`config.mk`:
```
export PLATFORM = sky130hd
export DESIGN_NAME = uart_tx
export DESIGN_NICKNAME = d
export VERILOG_FILES = /design/src/rtl/uart_tx.sv
export SDC_FILE = /design/constraint.sdc
export NUM_CORES = 1
export LEC_CHECK = 0
export CORE_ASPECT_RATIO = 1.5
export CORE_MARGIN = 3
export CORE_UTILIZATION = 54
export DETAILED_ROUTE_END_ITERATION = 8
export HOLD_SLACK_MARGIN = 0.05
export PLACE_DENSITY = 0.75
export SYNTH_ARGS = -nofsm -noshare
export SYNTH_HDL_FRONTEND = slang
export SYNTH_SLANG_ARGS = --single-unit
```
`constraint.sdc`:
```
create_clock -name clk -period 2.1 [get_ports clk]
set_clock_uncertainty 0.15 [all_clocks]
set_input_delay 0.525 -clock clk [delete_from_list [all_inputs] [get_ports clk]]
set_output_delay 0.525 -clock clk [all_outputs]
set_load 0.05 [all_outputs]
```
`src/rtl/uart_tx.sv`:
```
// UART transmitter: start bit, LSB-first data, optional parity, 1 or 2 stop bits.
// Bit timing comes from an external tick enable; NUM_TICKS ticks make one bit period.
module uart_tx #(
  parameter int NBIT_DATA   = 8,
  parameter int NUM_TICKS   = 16,
  parameter int PARITY_MODE = 0,
  parameter int STOP_BITS   = 1
) (
  input  logic                 clk,
  input  logic                 reset,
  input  logic                 tick,
  input  logic                 tx_start,
  input  logic [NBIT_DATA-1:0] data_in,
  output logic                 tx_bit,
  output logic                 tx_done_tick,
  output logic                 tx_busy
);

  localparam int TICK_W = $clog2(NUM_TICKS);
  localparam int BIT_W  = $clog2(NBIT_DATA);

  localparam logic [TICK_W-1:0] TICK_LAST = TICK_W'(NUM_TICKS - 1);
  localparam logic [BIT_W-1:0]  DATA_LAST = BIT_W'(NBIT_DATA - 1);
  localparam logic [BIT_W-1:0]  STOP_LAST = BIT_W'(STOP_BITS - 1);

  typedef enum logic [2:0] {
    IDLE   = 3'd0,
    START  = 3'd1,
    DATA   = 3'd2,
    PARITY = 3'd3,
    STOP   = 3'd4
  } state_t;

  state_t                 state;
  logic [TICK_W-1:0]      tick_cnt;
  logic [BIT_W-1:0]       bit_cnt;
  logic [NBIT_DATA-1:0]   buffer;
  logic                   parity_bit;
  logic                   bit_end;

  assign bit_end = tick && (tick_cnt == TICK_LAST);

  // NOTE: all state here is sequential and uses <=, so every branch reads the
  // pre-edge values (e.g. buffer[1] below is the next bit before the shift lands).
  always_ff @(posedge clk or negedge reset) begin
    if (!reset) begin
      state        <= IDLE;
      tick_cnt     <= '0;
      bit_cnt      <= '0;
      buffer       <= '0;
      parity_bit   <= 1'b0;
      tx_bit       <= 1'b1;
      tx_done_tick <= 1'b0;
      tx_busy      <= 1'b0;
    end else begin
      tx_done_tick <= 1'b0;
      case (state)
        IDLE: begin
          tx_bit  <= 1'b1;
          tx_busy <= 1'b0;
          if (tx_start) begin
            buffer     <= data_in;
            // Parity is taken from the word as accepted, never the shifting buffer.
            parity_bit <= (PARITY_MODE == 2) ? ~(^data_in) : ^data_in;
            tick_cnt   <= '0;
            bit_cnt    <= '0;
            state      <= START;
            tx_busy    <= 1'b1;
            tx_bit     <= 1'b0;
          end
        end

        START: begin
          if (bit_end) begin
            tick_cnt <= '0;
            state    <= DATA;
            tx_bit   <= buffer[0];
          end else if (tick) begin
            tick_cnt <= tick_cnt + 1'b1;
          end
        end

        DATA: begin
          if (bit_end) begin
            tick_cnt <= '0;
            buffer   <= buffer >> 1;
            if (bit_cnt == DATA_LAST) begin
              bit_cnt <= '0;
              if (PARITY_MODE != 0) begin
                state  <= PARITY;
                tx_bit <= parity_bit;
              end else begin
                state  <= STOP;
                tx_bit <= 1'b1;
              end
            end else begin
              bit_cnt <= bit_cnt + 1'b1;
              tx_bit  <= buffer[1];
            end
          end else if (tick) begin
            tick_cnt <= tick_cnt + 1'b1;
          end
        end

        PARITY: begin
          if (bit_end) begin
            tick_cnt <= '0;
            state    <= STOP;
            tx_bit   <= 1'b1;
          end else if (tick) begin
            tick_cnt <= tick_cnt + 1'b1;
          end
        end

        STOP: begin
          tx_bit <= 1'b1;
          if (bit_end) begin
            tick_cnt <= '0;
            if (bit_cnt == STOP_LAST) begin
              bit_cnt      <= '0;
              state        <= IDLE;
              tx_done_tick <= 1'b1;
              tx_busy      <= 1'b0;
            end else begin
              bit_cnt <= bit_cnt + 1'b1;
            end
          end else if (tick) begin
            tick_cnt <= tick_cnt + 1'b1;
          end
        end

        default: begin
          state    <= IDLE;
          tx_bit   <= 1'b1;
          tick_cnt <= '0;
          bit_cnt  <= '0;
          tx_busy  <= 1'b0;
        end
      endcase
    end
  end

endmodule

```
==> results, run 1 <==
- Setup repair after global routing left no endpoint under its margin.
- The portion of total power attributed to combinational logic is 48.8%.
- The data required time at the worst endpoint is 2.17 ns.
- The switching power share of the total is 39.3%.
- The share of the clock period used by the worst path is 97.2%.
- The global-route congestion overflow total is 0.
- The largest total area in the synthesized netlist belongs to sky130_fd_sc_hd__dfrtp_1.
- The cell sitting at the root of the clock tree is a sky130_fd_sc_hd__clkbuf_4.
- The number of setup buffers added after CTS is 0.
- Yosys attributes the largest share of cell area to sky130_fd_sc_hd__dfrtp_1, sky130_fd_sc_hd__mux2_2, sky130_fd_sc_hd__o21ai_0.
- The number of H-tree levels is 1.
- In the synthesized netlist, the number of instances is 121.
- Across the VDD grid, the largest voltage drop is 0.646 mV.
- The most frequently used flop master after synthesis is sky130_fd_sc_hd__dfrtp_1.
- The number of different library cells used by synthesis comes to 40.
- The final HPWL from detailed placement is 2060 microns.
- In the post-synthesis netlist, the cell with the most instances is sky130_fd_sc_hd__dfrtp_1.
- The max-slew violation total from the final report is 0.
- Across all register-to-register paths, the minimum setup slack is 0.13 ns.
- The detailed router's first-iteration violation count is 59.
- A synthesized cell averages 10.3 sq um.
- The synthesized netlist net count is 137.
- The area enclosed by the die boundary is 2920 sq um.
- The post-synth design cell area is 1240 sq um.
- The final setup violation count is 0.
- The top-area cell type share of the netlist area is 40.3%.
- TritonCTS built the clock tree.
- The worst slew margin relative to its limit is 76.5%.
- The worst setup path is launched from a primary input.
- The class of the tightest hold or removal check is reg -> reg.
- The maximum number of pins on one net before global-route repair is 22.
- After detailed routing, the average wire length per cell comes to 15.6 microns.
- Summed over all nets, the switching power comes to 691 uW.
- The area added between synthesis and finish is 23.4%.
- The static leakage is 0.000677 uW.
- In this run the horizontal extent of the chip is 45.2 microns.
- The later pin in the worst-skew pair is clocked with a latency of 0.32 ns.
- The clock slew seen by the registers of the worst setup and hold paths is 0.12 ns.
- The cell family contributing the most delay on the critical path is buffers and inverters.
- The die extent in y is 64.7 microns.
- Among all stages on the critical path, the largest delay is contributed by sky130_fd_sc_hd__clkdlybuf4s50_1.
- Max-cap violations in this run came to 0.
- The maximum clock rate is 490 MHz.
- The flow ran to the end, and the final reports show no timing, DRC or antenna violations.
- The post-route setup TNS is 0 ns.
- Clock tree synthesis inserted a total of 3 buffers.
- The first global-routing pass estimated 4730 microns of wire.
- The clock passes through at most 2 buffers.
- The row count is 20.
- The relative contribution of sequential cells to total power is 39.5%.
- The area of the core is 2100 sq um.
- The signal on the critical path passes through clkdlybuf4s50_1 -> and4_2 -> nand2_4 -> a211oi_4 -> buf_6 -> mux2_2.
- 0 antenna diodes ended up in the layout.
- The number of nets with antenna violations after detailed routing is 0.
- In this run, post-CTS hold repair placed 0 buffers.
- The data arrival time of the worst path is 2.11 ns.
- The highest cell delay on the worst timing path is 0.47 ns.
- The number of gates resized after cts is 0.
- The wire length after detailed routing is 2680 microns.
- The number of vias in the routed layout is 1,023.
- The final number of hold-violating endpoints was 0.
- The total area of multi-input combinational cells is 652 sq um.
- The critical path class is in -> reg.
- Cell internal power was estimated by the tool at 1070 uW.
- Synthesis inferred 21 register bits.
- The final RePlAce weighted congestion is 0.789.
- The maximum fanout encountered on the critical timing path is 8.
- The clock network is responsible for 11.8% of the overall power.
- Counting I/O delays and the setup requirement, the final critical path takes 2.04 ns.
- For this run, the post-layout net count is 167.
- For this run, the total global-route usage over all layers was measured as 21.8%.
- In the routed design, unresolved DRC markers number 0.
- For this design the top-level I/O count stands at 15.
- The initial antenna violation count is 0.
- The count of fill cells added during filler insertion is 168.
- Of the cells placed in the final design, the portion with a size suffix greater than 1 is 30.7%.
- The power per cell area is 1150 nW/um^2.
- The number of enable-type register cells in the synthesized netlist is 0.
- The count of warnings emitted by yosys is 0.
- The first-pass iteration count of the detailed router is 4.
- The proportion of synthesized chip area in sequential cells is 42.4%.
- The per-cell via count in the routed design is 5.95.
- The number of global-route vias before repair is 1,056.
- Input and output buffers added on the ports amount to 14.
- The post-place setup slack is -0.284 ns.
- Once the floorplan was initialized, standard cells occupied 59.1% of the core.
- The worst setup path is captured at a register.
- The TritonCTS sink count is 21.
- For the pin with the worst max-slew slack, the measured transition is 0.350 ns.
- The async set-or-reset flop fraction in the synthesized netlist is 100%.
- The count of buffer and inverter cells on the critical path is 2.
- Ranked by instance count, the synthesized netlist is headed by sky130_fd_sc_hd__dfrtp_1, sky130_fd_sc_hd__mux2_2, sky130_fd_sc_hd__o21ai_0.
- The sequential cell area is 527 sq um.
- After layout, the worst setup slack is 0.0595 ns.
==> layer usage <==
metal	track usage, %	up-vias	part of all wire (%)
met5	0	-	0
met4	7.33	0	1.9
met3	3.61	7	5.0
met2	39.2	36	55
met1	24.8	481	38
li1	-	499	-
==> worst paths after layout <==
| kind | cells past startpoint | to | from |
|---|---|---|---|
| setup / recovery | 6 | buffer[4] | tick |
| hold / removal | 1 | buffer[5] | buffer[5] |
| setup reg to reg | 6 | buffer[4] | tick_cnt[0] |
| hold reg to reg | 1 | buffer[5] | buffer[5] |
| max in group asynchronous | 2 | tx_bit | reset |
| min in group asynchronous | 2 | state[2] | reset |
==> power groups by stage <==
stage	combinational [uW]	clock, uW	sequential [uW]
after floorplan	564	0	725
after global placement	822	0	692
after detailed placement	854	0	705
after CTS	859	210	697
after global routing	953	231	719
final	857	207	694
==> layout by cell type, fill, tap and decap left out, drive strengths merged, types with 3 or more instances in the layout <==
cell type      Yosys  layout
a211oi             3       3
inv                6       6
mux2              14      14
a31o               3       3
a21oi              4       4
nand3              5       5
clkdlybuf4s50      0      11
nand2              8       8
o21ai             11      11
clkbuf             2       3
nand2b             3       3
nor2               7       7
nor3               3       3
dfrtp             20      20
buf                4      20
ha                 4       4
==> sequential cells by signal, indices dropped and copies added, names as in the netlist <==
| register | cells |
|---|---|
| bit_cnt | 3 |
| tx_busy | 1 |
| state | 3 |
| tx_done_tick | 1 |
| tx_bit | 1 |
| tick_cnt | 4 |
| buffer | 8 |
==> per-stage QoR <==
step	hold WS [ns]	std cells	util, %	total power (uW)	cell area, sq um
6_report	0.367	172	72.9	1760	1530
4_1_cts	0.374	172	72.7	1770	1530
2_1_floorplan	0.0794	121	-	1290	1240
3_5_place_dp	0.346	168	71.4	1560	1500
3_3_place_gp	0.336	168	71.4	1510	1500
5_1_grt	0.385	172	72.9	1900	1530
==> final cells by class <==
class                           count  share of cell area, %
Clock buffer                        3                   1.47
Multi-Input combinational cell     88                   42.5
Tap cell                           22                   1.80
Clock inverter                      1                  0.327
Sequential cell                    21                   34.4
Inverter                            6                   1.47
Timing Repair Buffer               31                   18.0
==> worst register-to-register path, cell delays in order, from the launching register on <==
cell and delay, ns:
sky130_fd_sc_hd__dfrtp_1 0.41, sky130_fd_sc_hd__ha_1 0.20, sky130_fd_sc_hd__and4_2 0.27, sky130_fd_sc_hd__nand2_4 0.07
sky130_fd_sc_hd__a211oi_4 0.26, sky130_fd_sc_hd__buf_6 0.17, sky130_fd_sc_hd__mux2_2 0.34
==> cells by family (layout without fill, tap and decap cells) <==
| group | count (synthesis) | count (layout) | synth area share [%] |
|---|---|---|---|
| compound gates | 30 | 30 | 16.5 |
| mux | 16 | 16 | 14.3 |
| simple gates | 35 | 35 | 15.4 |
| xor+xnor | 3 | 3 | 2.12 |
| fa+ha+maj | 4 | 4 | 4.03 |
| flops | 21 | 21 | 42.4 |
| buf+inv | 12 | 41 | 5.24 |
(Power assumes the default switching activity.)
==> run 2, diff against run 1 <==
CORE_UTILIZATION = 50   (was 54)
PLACE_DENSITY = 0.7   (was 0.75)
==> run 2 against run 1 <==
  * Setup slack got worse by 0.0013 ns
  * Power increased by 0.70%
  * Sequential power rose by 6.1%
  * Register-to-register slack hardly changed
  * Sequential cell count did not move
  * First-iteration DRC count down 68%
  * Sequential share of layout area barely moved
  * Count of clock-buffer cells in the layout is 1 higher
  * Cell count grew 0.58%
  * Largest power group unchanged
  * Highest routed layer unchanged
==> results, run 2 (synthesized netlist as in run 1, its figures left out) <==
- Entering global routing, the biggest net connects 22 pins.
- In this run the worst hold path is classified as reg -> reg.
- For the pin with the worst max-slew slack, the measured transition is 0.417 ns.
- The number of global-route vias before repair is 1,100.
- The worst slew margin relative to its limit is 72.1%.
- Among all stages on the critical path, the largest delay is contributed by sky130_fd_sc_hd__clkdlybuf4s50_1.
- The capturing element of the worst setup path is buffer[0].
- The post-layout instance area is 1530 sq um.
- The tree is rooted in a sky130_fd_sc_hd__clkbuf_4.
- The count of fill cells added during filler insertion is 194.
- Among cell families on the critical path, the largest total delay comes from buffers and inverters.
- After detailed routing, the number of remaining DRC violations is 0.
- The die extent in y is 67.1 microns.
- The flow ran to the end, and the final reports show no timing, DRC or antenna violations.
- The max-slew violation total from the final report is 0.
- The number of cells on the worst reg-to-reg path is 6.
- For the worst setup path, the data arrival time is 2.10 ns.
- The peak supply drop is 0.682 mV.
- The die covers 3130 sq um.
- Along the worst hold path, the cell count comes to 1.
- After detailed routing, the number of vias per cell comes to 6.05.
- The post-route setup TNS is 0 ns.
- The largest single stage delay on the critical path is 0.47 ns.
- The power per cell area is 1150 nW/um^2.
- 15 I/O pins were placed.
- Setup repair after global routing left no endpoint under its margin.
- The worst-case setup margin in the final layout is 0.0583 ns.
- The launch point of the critical path is tick.
- The final design utilization is 66.3%.
- Setup violations remaining at the end of the flow were counted as 0.
- The wire length after detailed routing is 2800 microns.
- The multi-input combinational cells in the finished layout cover a total of 657 sq um.
- After the first detailed-routing iteration, the DRC count stood at 19.
- The type of element capturing the critical path is a register.
- The number of antenna diodes in the final layout is 0.
- Traced cell by cell, the critical path runs through clkdlybuf4s50_1 -> and4_2 -> nand2_4 -> a211oi_4 -> buf_4 -> mux2_2.
- The maximum clock rate is 490 MHz.
- The initial antenna violation count is 0.
- The largest buffer count on any clock path is 2.
- Across the whole layout, storage elements account for 527 sq um.
- The number of cells on the critical path is 6.
- The number of flip-flops under the largest register name is 8.
- Cells with a size suffix above 1 make up 30.7% of the layout.
- The count of buffers added on input and output ports is 14.
- The final critical path takes up 97.2% of the cycle.
- In the global route stage, overall resource usage came out at 21.1%.
- The first global-routing pass estimated 4790 microns of wire.
- The largest register by flop count is buffer.
- The most frequent standard cell in the layout excluding fill and tap cells is sky130_fd_sc_hd__dfrtp_1.
- The tree built by TritonCTS fans out to 21 sinks.
- The initialized floorplan defines 21 standard-cell rows.
- The average wire per cell in the routed design is 16.2 microns.
- Max-cap violations in this run came to 0.
- Leaving out fill and tap cells, the most frequent cells in the layout are sky130_fd_sc_hd__dfrtp_1, sky130_fd_sc_hd__buf_4, sky130_fd_sc_hd__mux2_2, sky130_fd_sc_hd__o21ai_0, sky130_fd_sc_hd__clkdlybuf4s50_1.
- The global-route congestion overflow total is 0.
- The data required time at the worst endpoint is 2.16 ns.
- TritonCTS created 3 clock buffers.
- The static leakage is 0.000675 uW.
- The setup check on the worst reg-to-reg path leaves a slack of 0.13 ns.
- STA classifies the critical path startpoint as a primary input.
- The post-place setup slack is -0.273 ns.
- The reg-to-reg critical path endpoint is buffer[0].
- The setup path with the least slack is of type in -> reg.
- The net count of the finished layout is 167.
- The total chip power is 1770 uW.
- After clock tree synthesis, the flow added hold-fix buffers numbering 0.
- The number of nets with antenna violations after detailed routing is 0.
- TritonCTS built the clock tree.
- The area growth from synthesis to layout is 23.5%.
- Of all nets on the critical path, the largest fanout is 4.
- The starting density of the core is 53.7%.
- The final number of hold-violating endpoints is 0.
- The first-pass iteration count of the detailed router is 4.
- Buffers added to address setup during post-CTS repair amount to 0.
- The number of H-tree levels is 1.
- The clock slew seen by the registers of the worst setup and hold paths is 0.12 ns.
- The die is 46.7 microns wide.
- The largest registers in the layout are buffer (8), tick_cnt (4).
- The time the worst path needs with I/O delays and setup is 2.04 ns.
- The area of the core is 2310 sq um.
- Across all layers, the routed design uses 1,047 vias.
- The count of buffer and inverter cells on the critical path is 2.
- The clock latency on the worst-skew pair is 0.31 ns.
- In this run the cell area measured after placement is 1500 sq um.
- The HPWL after detailed placement is 2130 microns.
- The worst register-to-register path begins at tick_cnt[0].
- The final RePlAce weighted congestion is 0.790.
- The worst min-delay path startpoint is buffer[2].
[run 2: changes by cell type in the layout (fill, tap and decap cells not counted)]
cell                       change
sky130_fd_sc_hd__buf_6         -1
sky130_fd_sc_hd__buf_4         +1
sky130_fd_sc_hd__o31ai_1       -1
sky130_fd_sc_hd__clkinv_2      -1
sky130_fd_sc_hd__clkbuf_1      +1
sky130_fd_sc_hd__o31ai_2       +1
[run 2: metal layers]
metal / GRT usage [%] / up-vias / wire [microns]
li1: - / 498 / -
met1: 25.9 / 510 / 1150
met2: 36.0 / 35 / 1520
met3: 1.89 / 4 / 93
met4: 9.00 / 0 / 43
met5: 0 / - / 0
[run 2: timing repair]
item / in CTS / in global routing
setup endpoints to repair: 0 / 2
endpoints found under the hold margin: 0 / 0
resized for setup: 0 / 2
[run 2: layout make-up]
class	count	area share, %
inverters	6	1.47
well taps	23	1.88
clock buffers	4	1.71
multi-input cells	88	42.8
repair buffers	31	17.8
flip-flops and latches	21	34.3
[run 2: per-stage QoR]
step,cells,hold WS (ns)
global route,173,0.389
detailed placement,169,0.344
CTS,173,0.372
global placement,169,0.334
finish,173,0.375
floorplan,121,0.0794
[run 2: how the worst min path moves through the flow]
| stage | endpoint | slack, ns |
|---|---|---|
| floorplan | bit_cnt[0] | 0.08 |
| global placement | buffer[5] | 0.33 |
| detailed placement | buffer[2] | 0.34 |
| CTS | buffer[2] | 0.37 |
| global route | buffer[2] | 0.39 |
| finish | buffer[2] | 0.37 |
[run 2: report_power, final]
part | switching, uW | total (uW) | internal (uW)
clock network | 129 | 203 | 74.2
logic | 409 | 832 | 423
registers | 161 | 736 | 575
